$ cat src/rtl/pitch_sdram_bridge.sv
// pitch_sdram_bridge: bridges the pitch core's single-word request port onto
// the SDRAM controller's Avalon-MM pipelined slave. One transaction at a time,
// every output registered.
//
// Optional feature: define PITCH_BRIDGE_TIMEOUT_EN to bound the wait for read
// data to TIMEOUT_CYCLES cycles (read returns 0, sticky o_timeout set).
//
// state   | meaning
// --------+---------------------------------------------------------------
// IDLE    | waiting for req_read/req_write, request latched on entry to CMD
// CMD     | avm_read/avm_write asserted until waitrequest drops
// WAIT_RD | read accepted, waiting for readdatavalid
// DONE    | req_finished high for this single cycle
// RELEASE | waiting for the core to drop both request lines
module pitch_sdram_bridge #(
   parameter int ADDR_W         = 23,
   parameter int DATA_W         = 32,
   parameter int TIMEOUT_CYCLES = 1024
) (
   input  logic                i_clk,
   input  logic                i_rst,
   input  logic                req_read,
   input  logic                req_write,
   input  logic [ADDR_W-1:0]   req_addr,
   input  logic [DATA_W-1:0]   req_writedata,
   output logic [DATA_W-1:0]   req_readdata,
   output logic                req_finished,
   output logic [ADDR_W-1:0]   avm_address,
   output logic                avm_read,
   output logic                avm_write,
   output logic [DATA_W-1:0]   avm_writedata,
   output logic [DATA_W/8-1:0] avm_byteenable,
   input  logic [DATA_W-1:0]   avm_readdata,
   input  logic                avm_waitrequest,
   input  logic                avm_readdatavalid,
   output logic                o_timeout
);

   typedef enum logic [2:0] {IDLE, CMD, WAIT_RD, DONE, RELEASE} state_t;

   if (TIMEOUT_CYCLES < 1) begin : g_bad_timeout
      $error("pitch_sdram_bridge: TIMEOUT_CYCLES must be at least 1");
   end

   state_t              state_q, state_nxt;
   logic                is_write_q, is_write_nxt;
   logic [ADDR_W-1:0]   addr_nxt;
   logic [DATA_W-1:0]   wdata_nxt;
   logic [DATA_W-1:0]   readdata_nxt;
   logic                read_nxt, write_nxt, finished_nxt;

`ifdef PITCH_BRIDGE_TIMEOUT_EN
   localparam int CNT_W = $clog2(TIMEOUT_CYCLES + 1);
   logic [CNT_W-1:0]    cnt_q, cnt_nxt;
   logic                timeout_q, timeout_nxt;

   assign o_timeout = timeout_q;
`else
   assign o_timeout = 1'b0;
`endif

   assign avm_byteenable = '1;

   // Next-state and next-output decode; every register holds unless a state acts.
   always_comb begin
      state_nxt    = state_q;
      is_write_nxt = is_write_q;
      addr_nxt     = avm_address;
      wdata_nxt    = avm_writedata;
      readdata_nxt = req_readdata;
      read_nxt     = avm_read;
      write_nxt    = avm_write;
      finished_nxt = 1'b0;
`ifdef PITCH_BRIDGE_TIMEOUT_EN
      cnt_nxt      = cnt_q;
      timeout_nxt  = timeout_q;
`endif
      case (state_q)
         IDLE: begin
            if (req_read || req_write) begin
               // write wins when both lines are high
               addr_nxt     = req_addr;
               wdata_nxt    = req_writedata;
               is_write_nxt = req_write;
               write_nxt    = req_write;
               read_nxt     = ~req_write;
               state_nxt    = CMD;
            end
         end
         CMD: begin
            if (!avm_waitrequest) begin
               read_nxt  = 1'b0;
               write_nxt = 1'b0;
               if (is_write_q) begin
                  finished_nxt = 1'b1;
                  state_nxt    = DONE;
               end else begin
`ifdef PITCH_BRIDGE_TIMEOUT_EN
                  cnt_nxt = CNT_W'(TIMEOUT_CYCLES - 1);
`endif
                  state_nxt = WAIT_RD;
               end
            end
         end
         WAIT_RD: begin
            if (avm_readdatavalid) begin
               readdata_nxt = avm_readdata;
               finished_nxt = 1'b1;
               state_nxt    = DONE;
            end
`ifdef PITCH_BRIDGE_TIMEOUT_EN
            else if (cnt_q == '0) begin
               readdata_nxt = '0;
               timeout_nxt  = 1'b1;
               finished_nxt = 1'b1;
               state_nxt    = DONE;
            end else begin
               cnt_nxt = cnt_q - CNT_W'(1);
            end
`endif
         end
         DONE: begin
            state_nxt = RELEASE;
         end
         RELEASE: begin
            // a request still held from the finished transaction must not re-run
            if (!req_read && !req_write) begin
               state_nxt = IDLE;
            end
         end
         default: begin
            state_nxt = IDLE;
         end
      endcase
   end

   // State and registered outputs; reset aborts any command immediately.
   always_ff @(posedge i_clk or posedge i_rst) begin
      if (i_rst) begin
         state_q       <= IDLE;
         is_write_q    <= 1'b0;
         avm_address   <= '0;
         avm_writedata <= '0;
         avm_read      <= 1'b0;
         avm_write     <= 1'b0;
         req_readdata  <= '0;
         req_finished  <= 1'b0;
`ifdef PITCH_BRIDGE_TIMEOUT_EN
         cnt_q         <= '0;
         timeout_q     <= 1'b0;
`endif
      end else begin
         state_q       <= state_nxt;
         is_write_q    <= is_write_nxt;
         avm_address   <= addr_nxt;
         avm_writedata <= wdata_nxt;
         avm_read      <= read_nxt;
         avm_write     <= write_nxt;
         req_readdata  <= readdata_nxt;
         req_finished  <= finished_nxt;
`ifdef PITCH_BRIDGE_TIMEOUT_EN
         cnt_q         <= cnt_nxt;
         timeout_q     <= timeout_nxt;
`endif
      end
   end

endmodule
$ cat config.mk
export PLATFORM = sky130hd
export DESIGN_NAME = pitch_sdram_bridge
export DESIGN_NICKNAME = d
export VERILOG_FILES = /design/src/rtl/pitch_sdram_bridge.sv
export SDC_FILE = /design/constraint.sdc
export NUM_CORES = 1
export LEC_CHECK = 0
export CORE_MARGIN = 3
export CORE_UTILIZATION = 29
export CTS_CLUSTER_SIZE = 30
export DETAILED_ROUTE_END_ITERATION = 8
export GPL_ROUTABILITY_DRIVEN = 0
export GPL_TIMING_DRIVEN = 0
export PLACE_DENSITY = 0.59
export SYNTH_ARGS = -nofsm -noshare
export SYNTH_HDL_FRONTEND = slang
export SYNTH_SLANG_ARGS = --single-unit
$ cat constraint.sdc
create_clock -name i_clk -period 7.3 [get_ports i_clk]
set_clock_uncertainty 0.05 [all_clocks]
set_input_delay 1.46 -clock i_clk [delete_from_list [all_inputs] [get_ports i_clk]]
set_output_delay 1.46 -clock i_clk [all_outputs]
set_load 0.05 [all_outputs]
==> flow_summary_export.csv <==
group,metric,value,unit
run_status,status,"completed",
layout,seqCellArea,2352,µm²
clock_network,root_buffer,"clkbuf_16",
floorplanning,io_pins,188,
drt,ant_nets,0,
floorplanning,dieArea,14160,µm²
synth,ys_seq_elements,94,
synth,synth.largest_area_cell,"dfrtp_1",
layout,drive_above_1_share,29.15,%
global_routing,grt_pass1_wl,14120,µm
synth,postSynthCellCount,220,
drt,routed_wl,8800,µm
critical_path,start_kind,"register",
synth,synth_sequential_area_ratio,63.53,%
synth,synth.distinct_cells,26,
timing,period_needed,3.033,ns
timing,finalSetupViolations,0,
layout,antenna_cells,0,
layout,area_growth,63.87,%
drt,via_per_inst,4.227,
critical_path,cp_top_family,"buffers and inverters",
global_routing,antenna_found_initial,0,
min_path,hp-class,"reg2reg",
timing,setup_tns,0,ns
timing,slew_headroom,60.62,%
synth,synth_top_area_share,63.53,%
critical_path,critPathMaxFanout,2,
clock_network,cts_resized,0,
timing,fmax,329.7,MHz
synth,synthTopCellsByArea,"dfrtp_1 (64%), mux2_2 (21%), mux2_4 (6.9%), buf_6 (1.8%), buf_4 (1.0%)",
critical_path,crit_path_end_kind,"output port",
critical_path,required,5.79,ns
synth,yosysWarnings,0,
clock_network,clk_pin_slew_worst_paths,0.06,ns
drt,drt-wirelength-per-cell,14.92,µm
clock_network,cts_tree,"done",
layout,final_util,49.48,%
critical_path,critPathKind,"reg2out",
floorplanning,die_w,119.0,µm
timing,rsz0062_at_grt,"false",
power_and_ir_drop,peakVddDrop,0.3252,mV
drt,vias,2494,
timing,tightest_slew,0.5907,ns
critical_path,cp.arrival,1.52,ns
timing,hold-worst-slack,0.4526,ns
global_routing,grt_pass1_vias,2725,
clock_network,cts_buffers,9,
clock_network,htree_levels,3,
placed_design,detailed_place.area,5776,µm²
clock_network,cts_setup_buffers,0,
floorplanning,start_util,30.19,%
synth,synth_edf_count,0,
timing,min_period_over_period,41.55,%
floorplanning,die_h,119.0,µm
synth,synth_most_common_cell,"dfrtp_1",
placed_design,dp_hpwl,6614,µm
drt,firstDrtPassIters,2,
job,drv_cap,0,
layout,fill_cells,1073,
clock_network,cts_buffer_depth,2,
floorplanning,core_area,12260,µm²
clock_network,insertion_delay,0.33,ns
synth,ys.flop_type,"dfrtp_1",
power_and_ir_drop,power_leakage,2.578,nW
global_routing,grt_use_total,12.54,%
power_and_ir_drop,power_density,565.0,nW/µm²
critical_path,slowest_delay,0.83,ns
synth,synthArstFlopShare,100.0,%
placed_design,portBuffers,182,
clock_network,cts_hold_buf,0,
critical_path,slowest_stage,"clkdlybuf4s50_1",
timing,maxSlewViolCount,0,
layout,multi_input_area,1232,µm²
critical_path,cp.buffers_inverters,1,
global_routing,gr-total-overflow,0,
layout,nets,510,
synth,avgSynthCellArea,16.83,µm²
drt,drtIter0Drc,104,
drt,drcViolationCount,0,
global_routing,grt_max_degree,51,
clock_network,cts.sinks,94,
timing,hold_viol_final,0,
synth,synth_common_cells,"dfrtp_1 (94), mux2_2 (70), mux2_4 (17)",
floorplanning,num_rows,40,
critical_path,cp_cell_sequence,"clkdlybuf4s50_1",
synth,synth_area,3702,µm²
layout,finalInstanceArea,6067,µm²
==> stage by stage <==
stage	std cells	setup slack, ns	power [W]
floorplan	223	3.341	0.002319
global placement	573	1.752	0.002973
detailed placement	574	4.098	0.002999
CTS	590	4.242	0.003477
global route	590	4.214	0.003584
finish	590	4.267	0.003428
==> layout make-up <==
| class | count | area share [%] |
|---|---|---|
| flip-flops and latches | 94 | 38.77 |
| repair buffers | 183 | 30.48 |
| multi-input cells | 113 | 20.31 |
| clock buffers | 10 | 3.774 |
| well taps | 168 | 3.465 |
| plain buffers | 15 | 2.062 |
| clock inverters | 6 | 1.031 |
| inverters | 1 | 0.1031 |
==> state kept, by name (all words and copies together), names as in the netlist <==
| name | count |
|---|---|
| avm_writedata | 32 |
| is_write_q | 1 |
| req_readdata | 32 |
| state_q | 3 |
| req_finished | 1 |
| avm_address | 23 |
| avm_read | 1 |
| avm_write | 1 |
==> cells in the final DEF (no fill, tap or decap), drive strengths merged, types with 2 or more instances in the layout <==
cell type	count
a22o	2
buf	16
clkbuf	10
clkdlybuf4s50	182
clkinv	2
clkinvlp	3
conb	5
dfrtp	94
mux2	87
nand2b	2
nor2	3
o21ai	2
==> power by group <==
group / switching [W] / internal, W
registers: 0.000136 / 0.000789
logic: 0.00123 / 0.000813
clock network: 0.000195 / 0.000264
total: 0.00156 / 0.00187
==> metal layers <==
layer | track usage [%] | share of wire (%) | up-vias
li1 | - | - | 1155
met4 | 3.259 | 1.1 | 0
met1 | 15.16 | 42 | 1217
met3 | 5.745 | 9.0 | 9
met2 | 20.28 | 48 | 113
met5 | 0 | 0 | -
==> cell families (layout without fill, tap and decap cells) <==
group	count (synthesis)	in the layout	share of synthesized area, %
compound gates	9	9	1.825
buf+inv	16	215	3.481
simple gates	11	11	2.501
flops	94	94	63.54
other cells	2	5	0.2028
mux	88	88	28.46
==> worst paths after layout <==
check                                    end  slack (ns)  cells after the start         startpoint
hold / removal                avm_address[5]        0.45                      1     avm_address[5]
min in group asynchronous   req_readdata[12]        1.51                      2              i_rst
hold reg to reg               avm_address[5]        0.45                      1     avm_address[5]
setup / recovery           avm_writedata[20]        4.27                      1  avm_writedata[20]
setup reg to reg            req_readdata[16]        5.56                      4         state_q[0]
max in group asynchronous  avm_writedata[31]        5.05                      3              i_rst
(Power assumes the default switching activity.)
